==> src/rtl/led_zone_serializer_if.sv <==
// Zone-vector handshake plus FIFO write-side signals for the LED zone serializer.
//   zone_data  : ZONES*DW brightness vector, zone k at [k*DW +: DW]
//   zone_valid : producer has a vector to hand over
//   zone_ready : serializer can accept a vector
//   full       : FIFO full flag (write clock domain)
//   wr_en      : FIFO write strobe
//   din        : FIFO write data
// master = producer/FIFO side, slave = serializer.
interface led_zone_serializer_if #(
    parameter int ZONES = 40,
    parameter int DW    = 8
);
    logic [ZONES*DW-1:0] zone_data;
    logic                zone_valid;
    logic                zone_ready;
    logic                full;
    logic                wr_en;
    logic [DW-1:0]       din;

    modport master (
        output zone_data, zone_valid, full,
        input  zone_ready, wr_en, din
    );

    modport slave (
        input  zone_data, zone_valid, full,
        output zone_ready, wr_en, din
    );
endinterface

==> src/rtl/led_zone_serializer.sv <==
// Writer side of the zone-brightness FIFO link. Accepts one ZONES x DW
// brightness vector per frame, snapshots it, then writes an optional header
// byte followed by zone 0..ZONES-1 into the LED driver FIFO, stalling on full.
// Ports:
//   wr_clk     : FIFO write clock, all logic on rising edge
//   rst        : synchronous active-high reset
//   bus        : zone handshake + FIFO write signals (slave modport)
//   busy       : frame in progress (state other than IDLE)
//   frame_done : one-cycle pulse after the last byte of a frame
//   byte_idx   : index of the next zone byte to write
//   frame_cnt  : completed frame counter, wraps
//
// state | meaning
// IDLE  | waiting for a zone vector handshake
// HDR   | writing the header byte
// DATA  | writing zone bytes, byte_idx selects the zone
// DONE  | frame complete, pulse frame_done and bump frame_cnt
module led_zone_serializer #(
    parameter int             ZONES    = 40,
    parameter int             DW       = 8,
    parameter bit             HDR_EN   = 1'b1,
    parameter logic [DW-1:0]  HDR_BYTE = 8'hA5
) (
    input  logic                        wr_clk,
    input  logic                        rst,
    led_zone_serializer_if.slave        bus,
    output logic                        busy,
    output logic                        frame_done,
    output logic [5:0]                  byte_idx,
    output logic [15:0]                 frame_cnt
);

    typedef enum logic [1:0] {S_IDLE, S_HDR, S_DATA, S_DONE} state_t;

    localparam logic [5:0] LAST_IDX = 6'(ZONES - 1);

    state_t              state, state_nxt;
    logic [ZONES*DW-1:0] shadow;
    logic [5:0]          idx_q, idx_nxt;
    logic [15:0]         frame_cnt_q;
    logic                load;

    always_ff @(posedge wr_clk) begin
        if (rst) begin
            state       <= S_IDLE;
            shadow      <= '0;
            idx_q       <= '0;
            frame_cnt_q <= '0;
        end else begin
            state <= state_nxt;
            idx_q <= idx_nxt;
            if (load)
                shadow <= bus.zone_data;
            if (state == S_DONE)
                frame_cnt_q <= frame_cnt_q + 16'd1;
        end
    end

    always_comb begin
        state_nxt      = state;
        idx_nxt        = idx_q;
        load           = 1'b0;
        bus.zone_ready = 1'b0;
        bus.wr_en      = 1'b0;
        bus.din        = '0;
        frame_done     = 1'b0;

        case (state)
            S_IDLE: begin
                bus.zone_ready = !rst;
                if (bus.zone_valid && !rst) begin
                    load      = 1'b1;
                    idx_nxt   = '0;
                    state_nxt = HDR_EN ? S_HDR : S_DATA;
                end
            end
            S_HDR: begin
                if (!bus.full) begin
                    bus.wr_en = 1'b1;
                    bus.din   = HDR_BYTE;
                    state_nxt = S_DATA;
                end
            end
            S_DATA: begin
                if (!bus.full) begin
                    bus.wr_en = 1'b1;
                    bus.din   = shadow[int'(idx_q)*DW +: DW];
                    if (idx_q == LAST_IDX)
                        state_nxt = S_DONE;
                    else
                        idx_nxt = idx_q + 6'd1;
                end
            end
            S_DONE: begin
                frame_done = 1'b1;
                idx_nxt    = '0;
                state_nxt  = S_IDLE;
            end
            default: state_nxt = S_IDLE;
        endcase

        // A reset cycle must never push a byte or signal completion,
        // even when it lands in the middle of a frame.
        if (rst) begin
            bus.wr_en  = 1'b0;
            bus.din    = '0;
            frame_done = 1'b0;
        end
    end

    assign busy      = (state != S_IDLE);
    assign byte_idx  = idx_q;
    assign frame_cnt = frame_cnt_q;

endmodule

==> src/flat_wrapper.sv <==
// flat-port wrapper written by rule: the top's interface ports become plain ports
module led_zone_serializer_flat 
#(
    parameter int             ZONES    = 40,
    parameter int             DW       = 8,
    parameter bit             HDR_EN   = 1'b1,
    parameter logic [DW-1:0]  HDR_BYTE = 8'hA5
)
  (wr_clk, rst, busy, frame_done, byte_idx, frame_cnt, bus_zone_data, bus_zone_valid, bus_full, bus_zone_ready, bus_wr_en, bus_din);
  led_zone_serializer_if #(.ZONES(ZONES), .DW(DW)) bus_i ();
  input  logic wr_clk;
  input  logic rst;
  output logic busy;
  output logic frame_done;
  output logic [5:0] byte_idx;
  output logic [15:0] frame_cnt;
  input wire logic [$bits(bus_i.zone_data)-1:0] bus_zone_data;
  input wire logic [$bits(bus_i.zone_valid)-1:0] bus_zone_valid;
  input wire logic [$bits(bus_i.full)-1:0] bus_full;
  output wire logic [$bits(bus_i.zone_ready)-1:0] bus_zone_ready;
  output wire logic [$bits(bus_i.wr_en)-1:0] bus_wr_en;
  output wire logic [$bits(bus_i.din)-1:0] bus_din;
  assign bus_i.zone_data = bus_zone_data;
  assign bus_i.zone_valid = bus_zone_valid;
  assign bus_i.full = bus_full;
  assign bus_zone_ready = bus_i.zone_ready;
  assign bus_wr_en = bus_i.wr_en;
  assign bus_din = bus_i.din;
  led_zone_serializer #(.ZONES(ZONES), .DW(DW), .HDR_EN(HDR_EN), .HDR_BYTE(HDR_BYTE)) u_core (.wr_clk(wr_clk), .rst(rst), .bus(bus_i), .busy(busy), .frame_done(frame_done), .byte_idx(byte_idx), .frame_cnt(frame_cnt));
endmodule
==> config.mk <==
export PLATFORM = sky130hd
export DESIGN_NAME = led_zone_serializer_flat
export DESIGN_NICKNAME = d
export VERILOG_FILES = /design/src/rtl/led_zone_serializer_if.sv /design/src/rtl/led_zone_serializer.sv /design/src/flat_wrapper.sv
export SDC_FILE = /design/constraint.sdc
export NUM_CORES = 1
export LEC_CHECK = 0
export ABC_AREA = 1
export CAP_MARGIN = 20
export CORE_MARGIN = 2
export CORE_UTILIZATION = 33
export CTS_BUF_LIST = sky130_fd_sc_hd__clkbuf_8
export CTS_CLUSTER_DIAMETER = 80
export DETAILED_ROUTE_END_ITERATION = 16
export RECOVER_POWER = 25
export SYNTH_ARGS = -nofsm -noshare
export SYNTH_HDL_FRONTEND = slang
export SYNTH_SLANG_ARGS = --single-unit
==> constraint.sdc <==
create_clock -name wr_clk -period 1.9 [get_ports wr_clk]
set_input_delay 0.19 -clock wr_clk [delete_from_list [all_inputs] [get_ports wr_clk]]
set_output_delay 0.19 -clock wr_clk [all_outputs]
set_load 0.02 [all_outputs]
* Word level (Yosys, flattened, before mapping) *
Index checks and enable logic that the tools add are counted.

storage, ports and cells
  flip-flop bits (word level) = 344
  bits of input ports = 324
  output and inout bits = 34
  logic and storage cells = 45

cells by class
  add/sub/neg operators = 2
  eq/ne operators = 9
  shift operators = 1
  mux-type cells = 21
  reduce and logical (&&, ||, !) cells = 8

operators by type and width
  kind                                                    number
  variable part select 320 x 10 -> 8 bit                  1
  two-way mux 8 bit                                       3
  two-way mux 6 bit                                       3
  case mux 6 bit (3 select lines)                         1
  adder 16 x 1 -> 16 bit (second input constant)          1
  case mux 8 bit (2 select lines)                         1
  two-way mux 1 bit                                       8
  two-way mux 2 bit                                       4
  case mux 2 bit (4 select lines)                         1
  AND reduction 4 bit                                     2
  adder 6 x 1 -> 6 bit (second input constant)            1
  equality test 6 bit (second input constant)             1
  inequality test 2 bit (second input constant)           3
  equality test 2 bit (second input constant)             2
  inequality test 2 x 1 -> 1 bit (second input constant)  2
  nonzero test 3 bit                                      1
  equality test 2 x 1 -> 1 bit (second input constant)    1
  zero test 2 bit                                         1
  nonzero test 2 bit                                      1
  OR reduction 2 bit                                      1
  logical AND 1 bit                                       1
  zero test 1 bit                                         1

* Longest topological paths before layout *
  depth in word-level cells = 4
  mapped depth = 15
  gate-level depth less buffers = 13

* Worst setup path before layout *
No wires, ideal clock.

  kind = register to output
  start point = register u_core.idx_q[0] (netlist: u_core.byte_idx[0])
  end point = output port bus_din[3]
  data arrival time = 1.657 ns
  data required time = 1.710 ns
  setup slack = 0.053 ns
  cell stages (with the launch flop) = 12
  buffers on the path = 3
  cell sequence = dfxtp_1 buf_6 buf_4 buf_2 nand2_1 nand3_1 nand3_1 nand3_1 nand3_1 nand2_1 a21oi_1 nor2_1

on the way
  word-level cells in the longest chain between the ends = 4

ends and longest elaborated chain
  element                                 RTL line                    source
  start: declaration                      led_zone_serializer.sv:39   logic [5:0] idx_q, idx_nxt;
  start signal: assignment                led_zone_serializer.sv:51   idx_q <= idx_nxt;
  variable part select 320 x 10 -> 8 bit  led_zone_serializer.sv:87   bus.din = shadow[int'(idx_q)*DW +: DW];
  two-way mux 8 bit                       led_zone_serializer.sv:85   if (!bus.full) begin
  case mux 8 bit (2 select lines)         led_zone_serializer.sv:68   case (state)
  two-way mux 8 bit                       led_zone_serializer.sv:104  if (rst) begin
  end: declaration                        flat_wrapper.sv:22          output wire logic [$bits(bus_i.din)-1:0] bus_din;

No other way between the ends.

* Final worst setup path *
  start point = register u_core.idx_q[0] (netlist: u_core.byte_idx[0])
  end point = output port bus_din[4]

The elaborated chain is that of the path after synthesis.

==> summary.md <==
| Metric | Value |
|---|---|
| Netlist cell types | 28 |
| FFs w/ async S/R, synth | 0% |
| Yosys reg bits | about 340 |
| Status | complete, but fails checks |
| Max Clock Freq | roughly 380 MHz |
| Drt total wl | around 60 mm |
| Synth Cell Area | 15,400 sq um |
| Via count | 16,700 |
| Gr ovfl total | 0 |
| Boundary pin count | ~360 |
| P_int | approximately 16 mW |
| Psw | between 7 and 8 mW |
| Slew headroom | 52.0% |
| CTS tree | done |
| Final ANT Viol Nets | 0 |
| Switching Share | ~33% |
| Total power | 23.2 mW |
| Via/cell ratio | slightly below 5 |
| Pwr dens | roughly 1000 nW/um^2 |
| Final setup violation count | 313 |
| Clk pwr share | 29.3% |
| Worst reg2reg startpoint | u_core.state[0]$_SDFFE_PP0P_ |
| Post-Layout Cell Count | around 3,400 |
| CP Launch Point | u_core.byte_idx[0]$_SDFFE_PP0P_ |
| Clk Latency, worst-skew pair | around 0.66 ns |
| YS warnings | 0 |
| Pre-antenna DRT Iters | 5 |
| Initial DRC count | roughly 1,400 |
| Post-synth EDFFs | 0 |
| Routed wire length per instance | 17.7 microns |
| Reg2reg end | u_core.frame_cnt[15]$_SDFFE_PP0N_ |
| Violated checks | negative setup slack |
| Hold Buf Count CTS | 0 |
| Max Root-Sink Buffers | 3 |
| Num CTS Buffers | 59 |
| Placed cells | between 3,000 and 4,000 |
| Die Area | between 40,000 and 50,000 sq um |
| Post-DP HPWL | just over 40 mm |
| Req. time, crit path | ~1.7 ns |
| Hold slack | approximately 0.09 ns |
| Synth Flop Type | dfxtp_1 |
| Die X | roughly 220 microns |
| Reg2Reg Setup Slack | -0.42 ns |
| Reg power frac | approximately two fifths |
| Core Area | around 46,000 sq um |
| Remaining routing DRC violations | 0 |
| Syn Nets | about 2,600 |
| N_diodes | 0 |
| Crit path max-delay family | buffers and inverters |
| CP cell instances | buf_8, inv_16, buf_12, buf_4, nand2_1, nand3_1, nand3_1, nand3_2, nand3_2, nand2_4, a21oi_2, nor2_1, buf_4 |
| Mapped Cells | approximately 2,300 |
| Combinational power share | slightly above 30% |
| Largest net degree at the start of global routing | about 140 |
| Row Count | approximately 80 |
| Slowest CP cell | dfxtp_4 |
| Global-route wire length before repair | ~90 mm |
| Sequential Area | approximately 6900 sq um |
| # nets final | between 3,000 and 4,000 |
| Max-cap violation count | 0 |
| Mapped Avg Cell Area | between 6 and 7 sq um |
| Sequential fraction of the synthesis area | approximately 45% |
| LEAKAGE | between 9 and 10 nW |
| Placer Congestion | 0.863 |
| RSZ-0062 raised after global routing | true |
| Crit path buf inv count | 5 |
| Tcrit/Tclk final | 139% |
| Clk slew on worst S/H paths | roughly 0.060 ns |
| Critical-path maximum fanout | 6 |
| Filler cell count | between 4,000 and 5,000 |
| Root Buffer Master | clkbuf_8 |
| Max Transition Viols Final | 0 |
| Port buffer count | approximately 360 |
| Slew @ Worst Pin | approximately 0.7 ns |
| Initial Util | between 30% and 40% |
| CP max stage delay | approximately 0.41 ns |
| Final core occ | around half |
| Critical path capture point type | output pin |
| Final min period | around 2.6 ns |
| Final worst setup slack | -0.747 ns |
| Worst setup SP type | register |
| Setup Slack @ Placement | -0.541 ns |
| CP Class | reg -> out |
| CP arrival | roughly 2.5 ns |
| Setup crit end | bus_din[4] |
| H-tree depth | 2 |
| Height of the die | 220 microns |
| Clock Sinks | 344 |
| Share of post-route cells with drive strength above 1 | between 10% and 20% |
| Worst R2R Path Depth | 12 |
| Worst IR drop on VDD | approximately 0.51 mV |
| Worst Clk Skew | approximately 0.038 ns |
| Area Overhead vs Synth | 51.0% |
| Final Hold Viols | 0 |
| Worst Hold Class | in -> reg |
| Multi-input logic area | approximately 8000 sq um |
| Vias in the first global route | roughly 16,000 |
| Initial antenna violation count | 0 |
| Global Route Usage Sum | roughly a quarter |
| Number of cells on the critical path | 13 |
sequential cells by signal, indices dropped and copies added, names as in the netlist:
signal	count
u_core.byte_idx	6
u_core.state	2
u_core.shadow	320
u_core.frame_cnt	16
what timing repair did:
item	in CTS	in global routing
pin swaps	37	56
gates cloned	9	6
setup endpoints to repair	31	27
resized for setup	183	136
buffers inserted	12	10
cell families (layout without fill, tap and decap cells):
| family | count (synthesis) | count (layout) | share of synthesized area [%] |
|---|---|---|---|
| XOR/XNOR | 2 | 2 | 0.114 |
| buffers and inverters | 281 | 807 | 8.24 |
| flip-flops | 344 | 344 | 44.7 |
| AO/OA/AOI/OAI | 502 | 502 | 17.6 |
| adder cells (fa/ha/maj) | 7 | 7 | 0.569 |
| AND/OR/NAND/NOR | 1115 | 1115 | 28.8 |
synth_stat cells, types with 4 or more instances:
library cell,instances,share of area [%]
nand2_1,905,22
dfxtp_1,344,45
a21oi_1,91,3.0
nand3_1,150,4.9
buf_4,13,0.63
inv_2,6,0.15
nor2_1,39,0.95
o31ai_1,72,3.5
buf_6,4,0.29
ha_1,7,0.57
inv_1,104,2.5
clkbuf_1,40,0.98
buf_1,6,0.15
and3_1,7,0.28
buf_2,108,3.5
nor3_1,5,0.16
o21ai_0,332,11
power groups by stage:
stage,registers [mW],logic [mW],clock network (mW)
final,9.40,7.04,6.80
after global routing,9.52,7.69,7.28
after CTS,9.36,6.63,6.94
after detailed placement,9.48,5.79,0
after global placement,9.49,5.71,0
after floorplan,9.19,3.14,0
layout by cell type (no fill, tap or decap), types with 5 or more instances in the layout:
master           netlist  layout
nand2_1              905     866
dfxtp_1              344     341
clkdlybuf4s50_1        0     330
o21ai_0              332     303
buf_4                 13     182
inv_1                104     113
nand3_1              150      84
clkbuf_8               0      73
o31ai_1               72      72
a21oi_1               91      67
nand3_2                0      54
nand2_2                1      35
nor2_1                39      32
o21ai_1                3      25
buf_12                 0      24
a21oi_2                0      22
buf_6                  4      15
nand3_4                0      12
inv_2                  6      11
o21ai_2                1       8
clkinv_2               0       8
buf_8                  0       8
buf_16                 0       7
dlygate4sd2_1          0       7
nor2_2                 2       6
nor3_1                 5       6
nand2_4                0       5
ha_1                   7       5
clkbuf_16              0       5
clkbuf_1              40       5
layer usage:
layer / up-vias / track usage [%] / part of all wire, %
met5: - / 0 / 0
met4: 0 / 8.50 / 2.9
met3: 103 / 3.34 / 6.5
met2: 597 / 38.4 / 46
met1: 7729 / 32.5 / 45
li1: 8306 / - / -
final cells by class:
cell class | instances | area share, %
Timing Repair inverter | 1 | 0.0377
Clock inverter | 30 | 0.840
Timing Repair Buffer | 594 | 25.8
Sequential cell | 344 | 29.7
Tap cell | 607 | 3.27
Inverter | 110 | 1.88
Multi-Input combinational cell | 1626 | 34.3
Clock buffer | 72 | 4.26
tightest hold or removal path, stage by stage:
cell,delay [ns]
buf_4,0.12
inv_8,0.03
buf_4,0.22
nand2_1,0.10
nor2_1,0.03
worst min path at each step:
stage,end,start,depth (start not counted)
finish,u_core.frame_cnt[3]$_SDFFE_PP0N_,rst,5
global route,u_core.shadow[251]$_SDFFE_PP0P_,bus_zone_data[251],3
CTS,u_core.frame_cnt[3]$_SDFFE_PP0N_,rst,5
detailed placement,u_core.shadow[116]$_SDFFE_PP0P_,u_core.shadow[116]$_SDFFE_PP0P_,2
global placement,u_core.shadow[164]$_SDFFE_PP0P_,u_core.shadow[164]$_SDFFE_PP0P_,2
floorplan,u_core.shadow[0]$_SDFFE_PP0P_,bus_zone_data[0],2
through the flow:
step	cell area (sq um)	setup TNS [ns]
6_report	23200	-33.79
5_1_grt	23200	-78.30
4_1_cts	22700	-6.22
3_5_place_dp	20700	-3.32
3_3_place_gp	20700	-3.30
2_1_floorplan	15400	0
(Power assumes the default switching activity.)
